File: src/rtl/instr_fetch_if.sv
// Fetch-stage bundle: control inputs, IM port and IF/ID register outputs.
// The slave modport is the fetch stage; the master modport drives it.
interface instr_fetch_if #(
  parameter int ADDR_W  = 16,
  parameter int INSTR_W = 48
);
  logic               stall;
  logic               branch_taken;
  logic [ADDR_W-1:0]  branch_target;
  logic [INSTR_W-1:0] im_instr;
  logic [ADDR_W-1:0]  im_addr;
  logic               im_rd_en;
  logic [INSTR_W-1:0] if_id_instr;
  logic [ADDR_W-1:0]  if_id_pc;
  logic               if_id_valid;
  logic               halted;
  logic               err_oob;

  modport slave (
    input  stall,
    input  branch_taken,
    input  branch_target,
    input  im_instr,
    output im_addr,
    output im_rd_en,
    output if_id_instr,
    output if_id_pc,
    output if_id_valid,
    output halted,
    output err_oob
  );

  modport master (
    output stall,
    output branch_taken,
    output branch_target,
    output im_instr,
    input  im_addr,
    input  im_rd_en,
    input  if_id_instr,
    input  if_id_pc,
    input  if_id_valid,
    input  halted,
    input  err_oob
  );
endinterface

File: src/rtl/instr_fetch.sv
// Instruction fetch stage: program counter, IM read control and IF/ID register,
// with stall, branch redirect, HLT detection and out-of-range target trapping.
module instr_fetch #(
  parameter int          ADDR_W     = 16,
  parameter int          INSTR_W    = 48,
  parameter int          IM_DEPTH   = 8192,
  parameter logic [5:0]  HLT_OPCODE = 6'h3F
) (
  input  logic           clk,
  input  logic           rst,
  instr_fetch_if.slave   bus
);

  typedef enum logic [0:0] {
    ST_FETCH  = 1'b0,
    ST_HALTED = 1'b1
  } state_e;

  // One extra bit so the bound compare also works when IM_DEPTH == 2**ADDR_W.
  localparam logic [ADDR_W:0]   DEPTH_L = (ADDR_W+1)'(IM_DEPTH);
  localparam logic [ADDR_W-1:0] PC_LAST = ADDR_W'(IM_DEPTH - 1);
  localparam logic [ADDR_W-1:0] PC_ZERO = {ADDR_W{1'b0}};
  localparam logic [ADDR_W-1:0] PC_ONE  = {{(ADDR_W-1){1'b0}}, 1'b1};

  state_e              state_q, state_d;
  logic [ADDR_W-1:0]   pc_q, pc_d;
  logic [INSTR_W-1:0]  instr_q, instr_d;
  logic [ADDR_W-1:0]   if_pc_q, if_pc_d;
  logic                valid_q, valid_d;
  logic                err_q, err_d;

  logic                tgt_ok_s;
  logic                is_hlt_s;

  function automatic logic in_range(input logic [ADDR_W-1:0] addr);
    return ({1'b0, addr} < DEPTH_L);
  endfunction

  function automatic logic [ADDR_W-1:0] next_pc(input logic [ADDR_W-1:0] pc);
    return (pc == PC_LAST) ? PC_ZERO : (pc + PC_ONE);
  endfunction

  assign tgt_ok_s = in_range(bus.branch_target);
  assign is_hlt_s = (bus.im_instr[INSTR_W-1 -: 6] == HLT_OPCODE);

  assign bus.im_addr     = pc_q;
  assign bus.im_rd_en    = ~rst & ~bus.stall & (state_q == ST_FETCH);
  assign bus.if_id_instr = instr_q;
  assign bus.if_id_pc    = if_pc_q;
  assign bus.if_id_valid = valid_q;
  assign bus.halted      = (state_q == ST_HALTED);
  assign bus.err_oob     = err_q;

  // Next-state logic: redirect beats stall, stall beats normal fetch.
  always_comb begin
    state_d = state_q;
    pc_d    = pc_q;
    instr_d = instr_q;
    if_pc_d = if_pc_q;
    valid_d = valid_q;
    err_d   = err_q;

    case (state_q)
      ST_FETCH: begin
        if (bus.branch_taken) begin
          valid_d = 1'b0;
          if (tgt_ok_s) begin
            pc_d = bus.branch_target;
          end else begin
            err_d   = 1'b1;
            state_d = ST_HALTED;
          end
        end else if (bus.stall) begin
          pc_d    = pc_q;
          valid_d = valid_q;
        end else begin
          instr_d = bus.im_instr;
          if_pc_d = pc_q;
          valid_d = 1'b1;
          // HLT is delivered to decode, but fetch stops at its address.
          if (is_hlt_s) begin
            state_d = ST_HALTED;
          end else begin
            pc_d = next_pc(pc_q);
          end
        end
      end

      ST_HALTED: begin
        valid_d = 1'b0;
        if (bus.branch_taken) begin
          if (tgt_ok_s) begin
            pc_d    = bus.branch_target;
            state_d = ST_FETCH;
          end else begin
            err_d = 1'b1;
          end
        end else begin
          state_d = ST_HALTED;
        end
      end

      default: begin
        state_d = ST_FETCH;
        valid_d = 1'b0;
      end
    endcase
  end

  // State register with synchronous reset that overrides stall and redirect.
  always_ff @(posedge clk) begin
    if (rst) begin
      state_q <= ST_FETCH;
      pc_q    <= PC_ZERO;
      instr_q <= {INSTR_W{1'b0}};
      if_pc_q <= PC_ZERO;
      valid_q <= 1'b0;
      err_q   <= 1'b0;
    end else begin
      state_q <= state_d;
      pc_q    <= pc_d;
      instr_q <= instr_d;
      if_pc_q <= if_pc_d;
      valid_q <= valid_d;
      err_q   <= err_d;
    end
  end

endmodule

File: src/flat_wrapper.sv
// flat-port wrapper written by rule: the top's interface ports become plain ports
module instr_fetch_flat 
#(
  parameter int          ADDR_W     = 16,
  parameter int          INSTR_W    = 48,
  parameter int          IM_DEPTH   = 8192,
  parameter logic [5:0]  HLT_OPCODE = 6'h3F
)
  (clk, rst, bus_stall, bus_branch_taken, bus_branch_target, bus_im_instr, bus_im_addr, bus_im_rd_en, bus_if_id_instr, bus_if_id_pc, bus_if_id_valid, bus_halted, bus_err_oob);
  instr_fetch_if #(.ADDR_W(ADDR_W), .INSTR_W(INSTR_W)) bus_i ();
  input  logic clk;
  input  logic rst;
  input wire logic [$bits(bus_i.stall)-1:0] bus_stall;
  input wire logic [$bits(bus_i.branch_taken)-1:0] bus_branch_taken;
  input wire logic [$bits(bus_i.branch_target)-1:0] bus_branch_target;
  input wire logic [$bits(bus_i.im_instr)-1:0] bus_im_instr;
  output wire logic [$bits(bus_i.im_addr)-1:0] bus_im_addr;
  output wire logic [$bits(bus_i.im_rd_en)-1:0] bus_im_rd_en;
  output wire logic [$bits(bus_i.if_id_instr)-1:0] bus_if_id_instr;
  output wire logic [$bits(bus_i.if_id_pc)-1:0] bus_if_id_pc;
  output wire logic [$bits(bus_i.if_id_valid)-1:0] bus_if_id_valid;
  output wire logic [$bits(bus_i.halted)-1:0] bus_halted;
  output wire logic [$bits(bus_i.err_oob)-1:0] bus_err_oob;
  assign bus_i.stall = bus_stall;
  assign bus_i.branch_taken = bus_branch_taken;
  assign bus_i.branch_target = bus_branch_target;
  assign bus_i.im_instr = bus_im_instr;
  assign bus_im_addr = bus_i.im_addr;
  assign bus_im_rd_en = bus_i.im_rd_en;
  assign bus_if_id_instr = bus_i.if_id_instr;
  assign bus_if_id_pc = bus_i.if_id_pc;
  assign bus_if_id_valid = bus_i.if_id_valid;
  assign bus_halted = bus_i.halted;
  assign bus_err_oob = bus_i.err_oob;
  instr_fetch #(.ADDR_W(ADDR_W), .INSTR_W(INSTR_W), .IM_DEPTH(IM_DEPTH), .HLT_OPCODE(HLT_OPCODE)) u_core (.clk(clk), .rst(rst), .bus(bus_i));
endmodule
File: config.mk
export PLATFORM = sky130hd
export DESIGN_NAME = instr_fetch_flat
export DESIGN_NICKNAME = d
export VERILOG_FILES = /design/src/rtl/instr_fetch_if.sv /design/src/rtl/instr_fetch.sv /design/src/flat_wrapper.sv
export SDC_FILE = /design/constraint.sdc
export NUM_CORES = 1
export LEC_CHECK = 0
export BUFFER_PORTS_ARGS = -buffer_cell sky130_fd_sc_hd__buf_4
export CORE_MARGIN = 5
export CORE_UTILIZATION = 31
export DETAILED_ROUTE_END_ITERATION = 10
export GPL_TIMING_DRIVEN = 0
export MAX_ROUTING_LAYER = met4
export PLACE_DENSITY = 0.68
export SYNTH_ARGS = -nofsm -noshare
export SYNTH_HDL_FRONTEND = slang
export SYNTH_SLANG_ARGS = --single-unit
File: constraint.sdc
create_clock -name clk -period 2 [get_ports clk]
set_input_delay 0.2 -clock clk [delete_from_list [all_inputs] [get_ports clk]]
set_output_delay 0.2 -clock clk [all_outputs]
set_load 0.02 [all_outputs]
==> results of run 1 <==
## state kept, by name (all words and copies together), names as in the netlist
| signal | count |
|---|---|
| u_core.bus.im_addr | 16 |
| u_core.bus.if_id_instr | 48 |
| u_core.bus.if_id_pc | 16 |
| u_core.bus.if_id_valid | 1 |
| u_core.bus.err_oob | 1 |
| u_core.bus.halted | 1 |
## cell usage in the layout (no fill, tap or decap), types with 2 or more instances in the layout
cell,Yosys,routed
a21oi_1,81,81
clkbuf_1,26,24
clkbuf_8,0,9
o32ai_1,3,3
clkbuf_2,0,2
clkinvlp_4,0,3
buf_4,0,154
inv_1,6,6
or3_1,2,2
or2_2,2,2
a31oi_1,4,4
o21ai_0,11,11
nor4_1,5,4
nand3_1,10,10
a31o_2,2,2
nor4_4,1,2
nor3_1,9,8
a32oi_1,2,2
nor2_1,17,17
buf_2,3,2
inv_6,0,2
nand4_1,4,4
a2111oi_0,2,2
dfxtp_1,83,81
nand2_1,149,149
nor3_2,1,2
dfxtp_2,0,2
## area by class of cell
cell class	instances	share of cell area [%]
clock inverters	7	1.50
inverters	6	0.451
plain buffers	31	2.65
clock buffers	9	2.48
repair buffers	154	23.1
flip-flops and latches	83	33.3
multi-input cells	329	33.0
well taps	140	3.51
## worst paths after layout
path	startpoint	endpoint	cells past startpoint
max	u_core.bus.im_addr[0]	u_core.bus.im_addr[10]	6
min	bus_im_instr[24]	u_core.bus.if_id_instr[24]	3
max reg2reg	u_core.bus.im_addr[0]	u_core.bus.im_addr[10]	6
min reg2reg	u_core.bus.if_id_pc[11]	u_core.bus.if_id_pc[11]	2
## cells in the mapped netlist (2+ instances only)
library cell and n:
or2_2 2, nand4_1 4, o21ai_0 11, a21oi_1 81, buf_2 3, nor4_1 5, or3_1 2, a32oi_1 2
nor2_1 17, nand3_1 10, a31oi_1 4, inv_1 6, a31o_2 2, a2111oi_0 2, o32ai_1 3, clkbuf_1 26
nand2_1 149, nor3_1 9, dfxtp_1 83
## layer usage
metal / share of wire [%] / routed length, um / vias to the layer above / track usage [%]
met4: 1.2 / 136 / 0 / 5.63
met3: 7.4 / 864 / 12 / 4.79
li1: - / - / 1859 / -
met5: 0 / 0 / - / -
met2: 49 / 5750 / 131 / 28.2
met1: 42 / 4890 / 1729 / 20.7
## tightest hold or removal path, stage by stage
cell     delay (ns)
buf_4          0.11
nand2_1        0.05
a21oi_1        0.05
## per-stage QoR
stage          total power, mW  worst slack (ns)  hold slack, ns
2_1_floorplan             2.07            0.0954           0.336
3_3_place_gp              2.35           -0.0768           0.443
3_5_place_dp              2.36           -0.0706           0.447
4_1_cts                   3.61            0.0180          0.0653
5_1_grt                   3.74           -0.0351          0.0522
6_report                  3.55            0.0439          0.0911
## power by group through the flow
stage          Clock [mW]  Combinational, mW  Sequential [mW]
5_1_grt              1.35              0.604             1.78
3_5_place_dp            0              0.557             1.80
3_3_place_gp            0              0.546             1.80
4_1_cts              1.29              0.559             1.77
2_1_floorplan           0              0.201             1.87
6_report             1.23              0.557             1.77
## cell families (layout without fill, tap and decap cells)
group | after synthesis | after routing | share of synthesized area [%]
buffers and inverters | 37 | 207 | 4.38
flip-flops | 83 | 83 | 48.5
AND/OR/NAND/NOR | 212 | 212 | 27.6
multiplexers | 1 | 1 | 0.328
adder cells (fa/ha/maj) | 1 | 1 | 0.365
AO/OA/AOI/OAI | 115 | 115 | 18.9
## repair_timing
item | CTS | global route
setup buffers | 2 | 1
resized for setup | 1 | 11
pin swaps | 1 | 4
setup endpoints to repair | 7 | 14
==> flow_metrics.tcl, run 1 <==
set metrics [dict create \
    status "finished, final reports clean" \
    dieArea_um2 13300 \
    pin_count 152 \
    dp.cells 740 \
    drt_pre_antenna_iters 4 \
    max_stage_delay_ns 0.42 \
    r2r_slack_ns 0.04 \
    viasPerCell 4.92 \
    vias 3731 \
    finalCritPeriodShare_pct 97.8 \
    ys_seq_elements 83 \
    row_count 38 \
    fin_util_pct 46.1 \
    crit_chain "ha_2, nand4_2, or2_2, mux2_2, nand2_1, a311oi_1" \
    clk-insertion-delay-late_ns 0.35 \
    final.fill_count 1132 \
    grt-ovfl-total 0 \
    diodes 0 \
    netlist.top_cell.by_area "dfxtp_1" \
    instances_no_fill 759 \
    crit_buf_inv 0 \
    syn_area_per_cell_um2 7.64 \
    area_delta_synth_final_pct 45.8 \
    clock_path_buffers 2 \
    antenna_found_initial 0 \
    maxCapViolations 0 \
    async_flop_share_pct 0 \
    drive_gt1_share_pct 31.3 \
    hp-class "primary input to flip-flop" \
    setup_viol 0 \
    finish.instance_area_um2 5000 \
    cellPowerDensity_nw_per_um2 711 \
    ys_warn_count 0 \
    min_period_ns 1.96 \
    crit_arrival_ns 2.22 \
    p_comb_share_pct 15.7 \
    drcViolationCount 0 \
    dp_hpwl_um 8820 \
    netlist-cell-type-count 47 \
    cts_hold_buf 0 \
    peakVddDrop_mv 0.370 \
    fp.dieW_um 115 \
    synth_edf_count 0 \
    power_frac_seq_pct 49.7 \
    clock_skew_ns 0.00852 \
    cts.sinks 83 \
    clockPowerShare_pct 34.7 \
    leakagePower_nw 2.03 \
    worstMarginPinSlew_ns 0.587 \
    wl_per_cell_um 15.3 \
    cts_buffers 9 \
    setup_tns_ns 0 \
    multi_input_area_um2 1650 \
    grt_pass1_vias 3515 \
    die-height_um 115 \
    startpoint_type "flip-flop" \
    synth.yosys.seq_area_share_pct 48.5 \
    drtIter0Drc 163 \
    drt_wl_total_um 11600 \
    synth-main-ff-cell "dfxtp_1" \
    cp_slowest_cell "or2_2" \
    clk_pin_slew_ns 0.09 \
    cts_tree "yes" \
    crit_fanout 7 \
    design.core.area_um2 10800 \
    netlist_area_um2 3430 \
    initial_utilization_pct 31.6 \
    final_nets 683 \
    syn_nets 518 \
    seq_area_um2 1660 \
    antenna_left 0 \
    place_congestion 0.849 \
    critPathKind "flip-flop to flip-flop" \
    numPortBuffers 151 \
    synthTopCellsByArea "dfxtp_1, nand2_1, a21oi_1" \
    cts_root_buffer "clkbuf_8" \
    maxSlewViolCount 0 \
    p_int_mw 2.54 \
    grt_pass1_wl_um 17500 \
    synth_top_area_share_pct 48.5 \
    fmax_ghz 0.511 \
    crit_family "simple AND/OR/NAND/NOR gates" \
    relSlewSlack_pct 60.6 \
    track_usage_pct 17.3 \
    hold_viol 0 \
    dpl-instance-area_um2 4740 \
    worstPathRequired_ns 2.27 \
    cts_max_level 3 \
    p_sw_share_pct 28.5 \
    p_sw_mw 1.01 \
    critPathCaptureType "flip-flop" \
    grt_max_degree 16 \
    synth_cells 449 \
]
Note: power is estimated with default switching activity, not from simulation.
==> inputs of run 2 (changes only) <==
Settings changed: MAX_ROUTING_LAYER met4 to default, SETUP_SLACK_MARGIN from default to 0.3.
==> flow_metrics.tcl, run 2 (synthesized netlist as in run 1, its figures left out) <==
set metrics [dict create \
    clk-insertion-delay-late_ns 0.35 \
    critPathCaptureType "flip-flop" \
    die-height_um 115 \
    clock_skew_ns 0.00954 \
    place_congestion 0.894 \
    whs_ns 0.0870 \
    crit_arrival_ns 1.96 \
    grt_pass1_vias 3613 \
    cts_max_level 3 \
    cts_root_buffer "clkbuf_8" \
    p_sw_share_pct 26.2 \
    hold_viol 0 \
    cts_buffers 9 \
    startpoint_type "flip-flop" \
    viasPerCell 4.93 \
    p_comb_share_pct 16.3 \
    drive_gt1_share_pct 38.5 \
    dpl-instance-area_um2 4760 \
    track_usage_pct 17.5 \
    drcViolationCount 0 \
    drtIter0Drc 201 \
    cts.sinks 83 \
    dp.cells 740 \
    initial_utilization_pct 31.6 \
    place_ws_ns -0.0891 \
    diodes 0 \
    largest_reg_flops 48 \
    worstMarginPinSlew_ns 0.563 \
    rsz0062_at_grt "yes" \
    antenna_left 0 \
    grt_max_degree 13 \
    peakVddDrop_mv 0.452 \
    clk_pin_slew_ns 0.08 \
    critPathKind "flip-flop to flip-flop" \
    p_sw_uw 956 \
    power_frac_seq_pct 48.4 \
    crit_fanout 2 \
    row_count 38 \
    layout_commonest_cell "buf_4" \
    fp.dieW_um 115 \
    drt_pre_antenna_iters 4 \
    vias 3793 \
    drt_wl_total_um 11900 \
    grt_pass1_wl_um 18300 \
    grt-ovfl-total 0 \
    instances_no_fill 769 \
    clock_path_buffers 2 \
    fmax_ghz 0.571 \
    antenna_found_initial 0 \
    status "finished, final reports clean" \
    finalCritPeriodShare_pct 87.6 \
    final.fill_count 1107 \
    maxSlewViolCount 0 \
    worstPathRequired_ns 2.21 \
    wl_per_cell_um 15.5 \
    numPortBuffers 151 \
    finish.instance_area_um2 5270 \
    dp_hpwl_um 8860 \
    area_delta_synth_final_pct 53.6 \
    min_period_ns 1.75 \
    finalPower_mw 3.64 \
    maxCapViolations 0 \
    pin_count 152 \
    leakagePower_nw 2.20 \
    final_nets 694 \
    setup_viol 0 \
    clockPowerShare_pct 35.2 \
    final_cell_mix "buf_4, nand2_1, a21oi_1" \
    design.core.area_um2 10800 \
    dieArea_um2 13300 \
    hp-class "primary input to flip-flop" \
    relSlewSlack_pct 62.5 \
    p_int_mw 2.69 \
    cellPowerDensity_nw_per_um2 691 \
    cts_tree "yes" \
    final.setup.worst_slack_ns 0.247 \
]
## run 2: changes by cell type in the layout (fill, tap and decap cells not counted), moves of 3 or more
| cell | before | now |
|---|---|---|
| buf_4 | 154 | 161 |
| buf_6 | 1 | 7 |
| clkbuf_1 | 24 | 11 |
| clkbuf_2 | 2 | 14 |
| clkbuf_8 | 9 | 13 |
| clkinvlp_4 | 3 | 0 |
| dfxtp_1 | 81 | 70 |
| dfxtp_2 | 2 | 9 |
| dfxtp_4 | 0 | 4 |
| nor3_1 | 8 | 5 |
| o21ai_0 | 11 | 7 |
| o21ai_1 | 1 | 4 |
## run 2: repair_timing
action                     4_1_cts  5_1_grt
buffers inserted                10        4
setup endpoints to repair       76       76
pin swaps                        4        5
resized for setup               31       45
hold buffers                     0        0
## run 2: per-stage QoR
stage | util [%] | setup TNS (ns)
floorplan | - | 0
global placement | 43.9 | -0.167
detailed placement | 43.9 | -0.123
CTS | 47.5 | 0
global route | 48.6 | 0
finish | 48.6 | 0
## run 2: worst max-delay path, cell delays in order (launching register included)
cell     delay, ns
dfxtp_4       0.35
buf_6         0.11
or4b_4        0.49
nor4_4        0.20
buf_4         0.16
buf_6         0.08
nor3_2        0.03
o21ai_1       0.11
a21oi_1       0.09
## run 2: power by group through the flow
stage / logic [mW] / clock network, mW / registers, mW
floorplan: 0.203 / 0 / 1.87
global placement: 0.555 / 0 / 1.80
detailed placement: 0.561 / 0 / 1.80
CTS: 0.587 / 1.32 / 1.76
global route: 0.648 / 1.38 / 1.77
finish: 0.595 / 1.28 / 1.76
## run 2: worst paths after layout
check / startpoint / depth (start not counted) / endpoint / slack [ns]
worst max-delay path: u_core.bus.im_addr[13] / 8 / u_core.bus.im_addr[9] / 0.25
worst min-delay path: bus_im_instr[18] / 3 / u_core.bus.if_id_instr[18] / 0.09
worst max register to register: u_core.bus.im_addr[13] / 8 / u_core.bus.im_addr[9] / 0.25
worst min register to register: u_core.bus.if_id_instr[14] / 2 / u_core.bus.if_id_instr[14] / 0.46
## run 2: layout make-up
| type | instances | area, um^2 | share of cell area [%] |
|---|---|---|---|
| Timing Repair Buffer | 165 | 1250 | 23.8 |
| Buffer | 31 | 166 | 3.16 |
| Clock inverter | 1 | 30.0 | 0.570 |
| Inverter | 6 | 22.5 | 0.428 |
| Tap cell | 140 | 175 | 3.33 |
| Clock buffer | 14 | 183 | 3.47 |
| Sequential cell | 83 | 1690 | 32.0 |
| Multi-Input combinational cell | 329 | 1750 | 33.2 |
## run 2: routing by layer
layer	track usage (%)	wire length (um)
met5	0	0
met4	6.26	157
met3	5.00	1060
met2	29.3	5820
met1	21.3	4860
==> inputs of run 3 (changes only) <==
Settings changed: CORE_ASPECT_RATIO from default to 1.1, CORE_MARGIN 5 to default.
==> flow_metrics.tcl, run 3 (synthesized netlist as in run 1, its figures left out) <==
set metrics [dict create \
    clockPowerShare_pct 40.2 \
    setup_viol 0 \
    grt_max_degree 14 \
    r2r_end "u_core.bus.im_addr[9]" \
    dp.cells 743 \
    drtIter0Drc 143 \
    max_stage_delay_ns 0.49 \
    p_int_mw 2.92 \
    final_nets 692 \
    cellPowerDensity_nw_per_um2 746 \
    crit_chain "buf_6, or4b_4, nor4_4, buf_4, nor3_1, o21ai_1, a21oi_1" \
    drt_pre_antenna_iters 4 \
    cp_slowest_cell "or4b_4" \
    layout_commonest_cell "buf_4" \
    wl_per_cell_um 14.4 \
    p_sw_share_pct 25.8 \
    p_comb_share_pct 14.9 \
    cts_buffers 9 \
    antenna_found_initial 0 \
    reg2reg_depth 7 \
    fp.dieW_um 102 \
    final.setup.worst_slack_ns 0.188 \
    cts_tree "yes" \
    vias 3784 \
    startpoint_type "flip-flop" \
    grt-ovfl-total 0 \
    crit_arrival_ns 2.01 \
    critPathKind "flip-flop to flip-flop" \
    final.fill_count 1040 \
    hp-class "primary input to flip-flop" \
    clk_pin_slew_ns 0.06 \
    initial_utilization_pct 32.4 \
    worstPathRequired_ns 2.20 \
    viasPerCell 4.91 \
    antenna_left 0 \
    critPathCaptureType "flip-flop" \
    clk-insertion-delay-late_ns 0.34 \
    hold_viol 0 \
    whs_path_depth 3 \
    p_sw_mw 1.02 \
    fmax_ghz 0.552 \
    crit_fanout 5 \
    rsz0062_at_grt "yes" \
    dp_hpwl_um 8090 \
    numPortBuffers 151 \
    final_cell_mix "buf_4, nand2_1, a21oi_1" \
    area_delta_synth_final_pct 53.8 \
    power_frac_seq_pct 44.9 \
    min_period_ns 1.81 \
    leakagePower_nw 2.21 \
    relSlewSlack_pct 59.3 \
    design.core.area_um2 10600 \
    r2r_slack_ns 0.19 \
    grt_pass1_vias 3496 \
    finalCritPeriodShare_pct 90.6 \
    place_congestion 0.901 \
    clock_skew_ns 0.00473 \
    clock_path_buffers 2 \
    place_ws_ns -0.0678 \
    instances_no_fill 771 \
    crit_buf_inv 2 \
    maxSlewViolCount 0 \
    worstReg2RegStart "u_core.bus.im_addr[13]" \
    row_count 39 \
    track_usage_pct 19.3 \
    drt_wl_total_um 11100 \
    multi_input_area_um2 1720 \
    largest_reg_flops 48 \
    seq_area_um2 1690 \
    cts_max_level 3 \
    pin_count 152 \
    hp-start "bus_im_instr[30]" \
    peakVddDrop_mv 0.376 \
    crit_family "simple AND/OR/NAND/NOR gates" \
    status "finished, final reports clean" \
    setup_tns_ns 0 \
    hold_end "u_core.bus.if_id_instr[30]" \
    maxCapViolations 0 \
    grt_pass1_wl_um 17300 \
    drcViolationCount 0 \
    die-height_um 112 \
    drive_gt1_share_pct 36.9 \
    cts_root_buffer "clkbuf_16" \
    worstMarginPinSlew_ns 0.610 \
    cts.sinks 83 \
    dieArea_um2 11500 \
    diodes 0 \
]
[run 3: cell count changes in the layout (fill, tap and decap cells not counted), moves of 4 or more]
cell	before	now
clkbuf_16	0	9
clkbuf_8	13	3
buf_6	7	3
clkbuf_1	11	16
[run 3: layer usage]
metal | share of wire, % | vias up | global-route usage [%]
li1 | - | 1882 | -
met1 | 43 | 1747 | 24.2
met2 | 48 | 138 | 31.2
met3 | 7.1 | 17 | 4.36
met4 | 2.1 | 0 | 8.48
met5 | 0 | - | 0
[run 3: cell type report]
class | instances | share of cell area [%]
clock buffers | 14 | 5.20
clock inverters | 2 | 0.190
well taps | 143 | 3.39
flip-flops and latches | 83 | 32.0
repair buffers | 163 | 23.3
multi-input cells | 329 | 32.6
plain buffers | 31 | 2.94
inverters | 6 | 0.427
[run 3: what timing repair did]
action / CTS / global route
setup endpoints to repair: 76 / 47
hold buffers: 0 / 0
setup buffers: 4 / 8
gates resized for setup: 20 / 35
pin swaps: 6 / 9
endpoints found under the hold margin: 0 / 0
[run 3: how the worst max path moves through the flow]
stage / slack (ns) / cells after the start / from / end
floorplan: 0.22 / 6 / u_core.bus.im_addr[13] / u_core.bus.im_addr[15]
global placement: -0.06 / 6 / bus_branch_target[13] / u_core.bus.im_addr[4]
detailed placement: -0.07 / 6 / bus_branch_target[13] / u_core.bus.im_addr[4]
CTS: 0.21 / 7 / u_core.bus.im_addr[13] / u_core.bus.im_addr[9]
global route: 0.15 / 7 / u_core.bus.im_addr[13] / u_core.bus.im_addr[9]
finish: 0.19 / 7 / u_core.bus.im_addr[13] / u_core.bus.im_addr[9]
[run 3: power by group through the flow]
stage | Combinational [mW] | Sequential [mW] | Clock, mW
final | 0.585 | 1.77 | 1.58
after global placement | 0.548 | 1.80 | 0
after floorplan | 0.203 | 1.87 | 0
after detailed placement | 0.555 | 1.80 | 0
after global routing | 0.634 | 1.78 | 1.68
after CTS | 0.565 | 1.77 | 1.62
[run 3: worst min-delay path, delay by kind of cell]
kind	cells	cell delay, ns
AND/OR/NAND/NOR	1	0.05
AO/OA/AOI/OAI	1	0.05
buffers and inverters	1	0.11
[run 3: through the flow]
| stage | util (%) | power, mW | area [um^2] | hold slack (ns) |
|---|---|---|---|---|
| 3_3_place_gp | 45.0 | 2.35 | 4760 | 0.443 |
| 3_5_place_dp | 45.0 | 2.36 | 4760 | 0.447 |
| 6_report | 49.8 | 3.93 | 5270 | 0.114 |
| 4_1_cts | 48.6 | 3.96 | 5150 | 0.102 |
| 5_1_grt | 49.8 | 4.09 | 5270 | 0.109 |
| 2_1_floorplan | - | 2.07 | 3450 | 0.336 |
